File: src/rtl/pipelined_segmented_adder.sv
// Pipelined segmented adder: WIDTH-bit sum computed SEG bits per stage, with the
// carry registered between segments and an optional lower-part-OR approximation
// of the low APPROX_LSB bits, chosen per beat.
//
// Handshake: a beat moves from one side to the other on a rising edge where
// valid and ready are both 1. in_ready is high whenever the whole pipe may
// advance, i.e. the output register is empty or is being drained this cycle;
// out_valid/sum/cout come straight from the last stage and stay stable while
// out_valid=1 and out_ready=0.
//
// WIDTH must be a multiple of SEG.
module pipelined_segmented_adder #(
  parameter int WIDTH      = 16,
  parameter int SEG        = 4,
  parameter int APPROX_LSB = 0
) (
  input  logic             clk,
  input  logic             rst,
  input  logic             in_valid,
  output logic             in_ready,
  input  logic [WIDTH-1:0] a,
  input  logic [WIDTH-1:0] b,
  input  logic             cin,
  input  logic             approx_en,
  output logic             out_valid,
  input  logic             out_ready,
  output logic [WIDTH-1:0] sum,
  output logic             cout
);

  localparam int STAGES = WIDTH / SEG;

  // Pipeline advance: the entire pipe shifts together or holds together.
  logic w_adv;

  // Index 0 is the capture rank; index k+1 holds the result of segment k.
  logic [STAGES:0]   r_vld;
  logic [STAGES:0]   r_cy;
  logic [STAGES-1:0] r_apx;
  logic [WIDTH-1:0]  r_a [STAGES];
  logic [WIDTH-1:0]  r_b [STAGES];
  logic [WIDTH-1:0]  r_s [1:STAGES];

  logic [WIDTH-1:0]  w_next [1:STAGES];
  logic [STAGES-1:0] w_seg_co;

  assign w_adv     = !r_vld[STAGES] | out_ready;
  assign in_ready  = w_adv;
  assign out_valid = r_vld[STAGES];
  assign sum       = r_s[STAGES];
  assign cout      = r_cy[STAGES];

  for (genvar k = 0; k < STAGES; k++) begin : g_seg
    logic [SEG:0]     w_c;
    logic [SEG-1:0]   w_s;
    logic [WIDTH-1:0] w_ns;

    // Ripple carry through the SEG cells of this segment; approximate cells
    // OR their inputs and only the top approximate bit produces a carry.
    always_comb begin
      w_c    = '0;
      w_s    = '0;
      w_c[0] = r_cy[k];
      for (int j = 0; j < SEG; j++) begin
        if (r_apx[k] && (k * SEG + j < APPROX_LSB)) begin
          w_s[j]   = r_a[k][k*SEG+j] | r_b[k][k*SEG+j];
          w_c[j+1] = (k * SEG + j == APPROX_LSB - 1) ?
                     (r_a[k][k*SEG+j] & r_b[k][k*SEG+j]) : 1'b0;
        end else begin
          w_s[j]   = r_a[k][k*SEG+j] ^ r_b[k][k*SEG+j] ^ w_c[j];
          w_c[j+1] = (r_a[k][k*SEG+j] & r_b[k][k*SEG+j]) |
                     (w_c[j] & (r_a[k][k*SEG+j] ^ r_b[k][k*SEG+j]));
        end
      end
    end

    if (k == 0) begin : g_first
      assign w_ns = WIDTH'(w_s);
    end else begin : g_rest
      // Merge this segment's bits over the lower segments already computed.
      always_comb begin
        w_ns                = r_s[k];
        w_ns[k*SEG +: SEG]  = w_s;
      end
    end

    assign w_next[k+1] = w_ns;
    assign w_seg_co[k] = w_c[SEG];
  end

  // Pipeline registers: capture the beat, then shift skewed operands, mode,
  // partial sums and carries one rank per advancing cycle.
  always_ff @(posedge clk) begin
    if (rst) begin
      r_vld <= '0;
      r_cy  <= '0;
      r_apx <= '0;
      for (int k = 0; k < STAGES; k++) begin
        r_a[k] <= '0;
        r_b[k] <= '0;
      end
      for (int k = 1; k <= STAGES; k++) begin
        r_s[k] <= '0;
      end
    end else if (w_adv) begin
      r_vld    <= {r_vld[STAGES-1:0], in_valid};
      r_a[0]   <= a;
      r_b[0]   <= b;
      r_apx[0] <= approx_en;
      // In approximate mode cin is ignored; the low bits generate the carry.
      r_cy[0]  <= (approx_en && (APPROX_LSB > 0)) ? 1'b0 : cin;
      for (int k = 1; k < STAGES; k++) begin
        r_a[k]   <= r_a[k-1];
        r_b[k]   <= r_b[k-1];
        r_apx[k] <= r_apx[k-1];
      end
      for (int k = 1; k <= STAGES; k++) begin
        r_s[k]  <= w_next[k];
        r_cy[k] <= w_seg_co[k-1];
      end
    end
  end

endmodule

File: config.mk
export PLATFORM = sky130hd
export DESIGN_NAME = pipelined_segmented_adder
export DESIGN_NICKNAME = d
export VERILOG_FILES = /design/src/rtl/pipelined_segmented_adder.sv
export SDC_FILE = /design/constraint.sdc
export NUM_CORES = 1
export LEC_CHECK = 0
export ABC_CLOCK_PERIOD_IN_PS = 6000
export CAP_MARGIN = 20
export CORE_ASPECT_RATIO = 0.9
export CORE_MARGIN = 2
export CORE_UTILIZATION = 30
export CTS_CLUSTER_DIAMETER = 50
export CTS_CLUSTER_SIZE = 30
export DETAILED_ROUTE_END_ITERATION = 16
export PLACE_DENSITY = 0.45
export SLEW_MARGIN = 10
export SYNTH_ARGS = -nofsm -noshare
export SYNTH_HDL_FRONTEND = slang
export SYNTH_SLANG_ARGS = --single-unit
File: constraint.sdc
create_clock -name clk -period 6 [get_ports clk]
set_input_delay 0.9 -clock clk [delete_from_list [all_inputs] [get_ports clk]]
set_output_delay 0.9 -clock clk [all_outputs]
set_load 0.005 [all_outputs]
* Yosys cells after proc, flatten, opt, wreduce, memory -nomap -nowiden
Memory sizes are Yosys's and may differ from the RTL's.
Index checks and enable logic that the tools add are counted.
** Storage, ports and cells
- Memory bits (writable) :: 192
- Latch bits :: 0
- Memories kept :: 3
- Output and inout bits :: 19
- Bits of input ports :: 38
- Register bits after elaboration :: 10
- Word-level logic and storage cells :: 116
- Memory bits (read-only) :: 0
** Memory list
- r_a :: depth 4, width 16, read ports 4, clocked after Yosys merged registers in 0, wr ports 4, line 40 : logic [WIDTH-1:0] r_a [STAGES];
- r_b :: depth 4, width 16, read ports 4, clocked after Yosys merged registers in 0, wr ports 4, line 41 : logic [WIDTH-1:0] r_b [STAGES];
- r_s :: depth 4, width 16, read ports 4, clocked after Yosys merged registers in 0, wr ports 4, line 42 : logic [WIDTH-1:0] r_s [1:STAGES];
** Cells by class
- Magnitude comparators :: 0
- Add/sub/neg operators :: 0
- Eq/ne operators :: 0
- Shift operators :: 0
- Div/mod/pow operators :: 0
- Muxes and demuxes :: 17
- Multiply operators :: 0
- Reduce and logical (&&, ||, !) cells :: 1
- Bitwise operators :: 93
** Operators by type and width (count)
- $mux 16 :: 12
- $and 1x1->1 :: 32
- $xor 1x1->1 :: 32
- $or 1x1->1 :: 29
- $mux 1 :: 5
- $logic_not 1->1 :: 1

* Depth between registers and ports, before layout
An unclocked memory read counts as a cell.
- Depth after elaboration :: 10
- Gate-level depth with buffers :: 8

* Worst setup path before layout
Ideal clock, no wire load.
- Kind :: input to register
- Start :: input rst
- End :: memory r_a[0][0], enable pin
- Slack :: 1.487 ns
- Stages on the path :: 2
- Required time :: 5.500 ns
- Buffers on the path :: 1
- Setup time :: 0.500 ns
- Data arrival time :: 4.012 ns
- Cells stage by stage :: buf_2 -> nand2b_1
** RTL lines
- start, declared :: line 18 : input logic rst,
- end, declared :: line 40

* Worst setup path in the final report
- Start :: input out_ready
- End :: output in_ready
** Between the ends
- Cells in the longest elaborated chain, start to end :: 1
** Ends and longest elaborated chain
- start, declared :: line 26 : input logic out_ready,
- $or 1x1->1 :: line 47 : assign w_adv = !r_vld[STAGES] | out_ready;
- end, declared :: line 20 : output logic in_ready,
No other way between the ends.

==> run summary <==
Final setup vio count: 0
CTS resizes: 0
Cts hold-fix bufs: 0
CTS tree: done
Violation count after the first detailed-route iteration: 191
Post-Syn Area per Cell: 16.6 um^2
Post-CTS Setup Bufs: 0
Die area: 20400 um^2
First-pass GRT wire length: 15.1 mm
Antenna Cells: 0
Hold WS: 0.447 ns
Worst ir drop on vdd: 0.000184 V
All-layer global routing usage: 9.77%
Drt wl/cell: 13.9 um
# DRC: 0
Register area share after synthesis: 65.9%
Final period util: 66.3%
Core area: 19000 um^2
Die W: 150 um
Required time worst endpoint: 5.10 ns
FF/Latch Area: 3800 um^2
Synth area leader: edfxtp_1
Worst path most repeated cell: clkdlybuf4s50_1
P per Cell Area: 312 nW/um^2
Clk pin slew, worst setup/hold paths: 0.05 ns
Asr flop ratio synth: 0%
RR Startpoint: r_vld[4]
Port Buffers: 55
Placed inst area: 6500 um^2
GRT overflow: 0
Unrepaired setup endpoints after global routing: no
H-tree Lvls: 4
Share of cells above drive strength 1: 23.6%
Max-slew violations: 0
Worst hold path type: flop to flop
Worst-Margin Slew: 0.936 ns
Cell count after synthesis: 347
Crit path cell chain: clkdlybuf4s50_1, nor2b_4, inv_2, clkdlybuf4s50_1
Min Tclk post-route: 3.98 ns
Routability-driven placement congestion ratio: 0.676
Row Count: 48
Via density: 4.26
HP Start: r_vld[3]
Leak: 2.62 nW
Fin util: 37.6%
Fillcell total: 1771
Relative slew margins: 37.6%
Initial core utilization: 30.3%
Largest net degree at the start of global routing: 80
CP peak stage delay: 0.77 ns
Post-synth EDFFs: 120
Clock latency on the worst-skew pair: 0.41 ns
Synth warnings: 0
Drt pass-1 iters: 4
Critical path buffer and inverter count: 3
Post-DP HPWL: 5.07 mm
Via count: 2816
Design area: 7150 um^2
CP delay by family, top: buffers and inverters
Final ANT Viol Nets: 0
TritonCTS buffer count: 17
Worst EP arrival: 3.08 ns
Area delta synth->final: 23.9%
Final Hold Fails: 0
Critical path origin: out_ready
Initial antenna violation count: 0
Register bit total from synthesis: 130
Final wirelength: 9.19 mm
Root buf cell: clkbuf_16
Nets: 453
Setup TNS: 0 ns
Post-synthesis cell type count: 18
Clk buf depth: 2
Clock Skew: 0.00622 ns
Top cells by area, synth: edfxtp_1 62%, nor3b_2 11%, nor3b_1 8.3%, fa_1 5.5%, dfxtp_1 3.5%
Die H: 136 um
Mapped Area: 5770 um^2
Maximum fanout count along the critical path: 30
Number of global-route vias before repair: 2859
Crit Path Category: primary input to output port
Startpoint types: primary input
Status: finished clean
Max_cap viols: 0
Clock sink count: 130
Multi-input logic area: 1690 um^2
Critical-path top delay cell: nor2b_4
Syn nets: 401
Num ports: 57
FMAX: 251 MHz
Endpoint class of the critical path: output port
Count leader, synth: edfxtp_1
Dominant synthesized flop cell: edfxtp_1
Most frequent cells after synthesis: 120 x edfxtp_1, 64 x nor3b_1, 52 x nor3b_2
Synth top area share: 62.4%
cells in the final DEF (no fill, tap or decap):
master and n:
inv_2 1, nand2b_4 1, nand2b_1 5, edfxtp_1 120, clkbuf_1 1, inv_1 29, clkbuf_16 17, dfxtp_1 10
a21oi_1 1, clkinv_1 3, nor3b_2 52, nor2b_4 1, bufinv_16 5, clkinvlp_4 2, clkdlybuf4s50_1 54, a211oi_1 4
fa_1 16, o21ai_0 2, buf_16 1, buf_4 6, nor3_2 8, mux2i_1 3, nor3b_1 64, clkinv_2 3
or4bb_1 2
power by group:
group	internal [W]	total (W)	switching, W
combinational	0.0000636	0.000107	0.0000439
sequential	0.00103	0.00104	0.0000105
clock	0.000727	0.00109	0.000359
final cells by class:
cell class | count | area share, %
Timing Repair Buffer | 61 | 8.57
Multi-Input combinational cell | 159 | 23.6
Clock buffer | 18 | 6.00
Sequential cell | 130 | 53.2
Tap cell | 250 | 4.37
Clock inverter | 13 | 2.68
Inverter | 30 | 1.57
flip-flops by register name, indices dropped and copies added (netlist names):
signal	flops
r_cy	5
r_b	40
r_vld	5
r_s	40
r_a	40
cell families after synthesis:
kind of cell	share of synthesized area, %
buffers and inverters	5.14
adders and majority gates	5.55
DFF	65.9
and+or+nand+nor	22.1
AOI/OAI and AO/OA	0.780
muxes	0.520
worst reg2reg max path, stage by stage (launching register included):
cell and delay [ns]:
dfxtp_1 0.51, nor2b_4 0.79, nand2b_4 0.32, buf_16 0.33
buf_4 0.31
final timing paths:
path	end	slack, ns	depth (start not counted)
hold / removal	r_vld[4]	0.45	2
setup / recovery	in_ready	2.02	4
hold reg to reg	r_vld[4]	0.45	2
setup reg to reg	r_a[2][13]	3.47	4
metal layers:
metal,part of all wire (%),up-vias,GRT usage (%)
met3,4.3,10,3.67
met1,49,1388,13.5
li1,-,1364,-
met4,1.3,0,3.93
met5,0,-,0
met2,45,54,13.8
through the flow:
stage,cells,worst slack (ns),power (W)
5_1_grt,661,1.85,0.00231
2_1_floorplan,347,1.49,0.00112
3_3_place_gp,629,2.02,0.00117
4_1_cts,660,1.97,0.00226
3_5_place_dp,629,1.97,0.00117
6_report,661,2.02,0.00223
(Power assumes the default switching activity.)
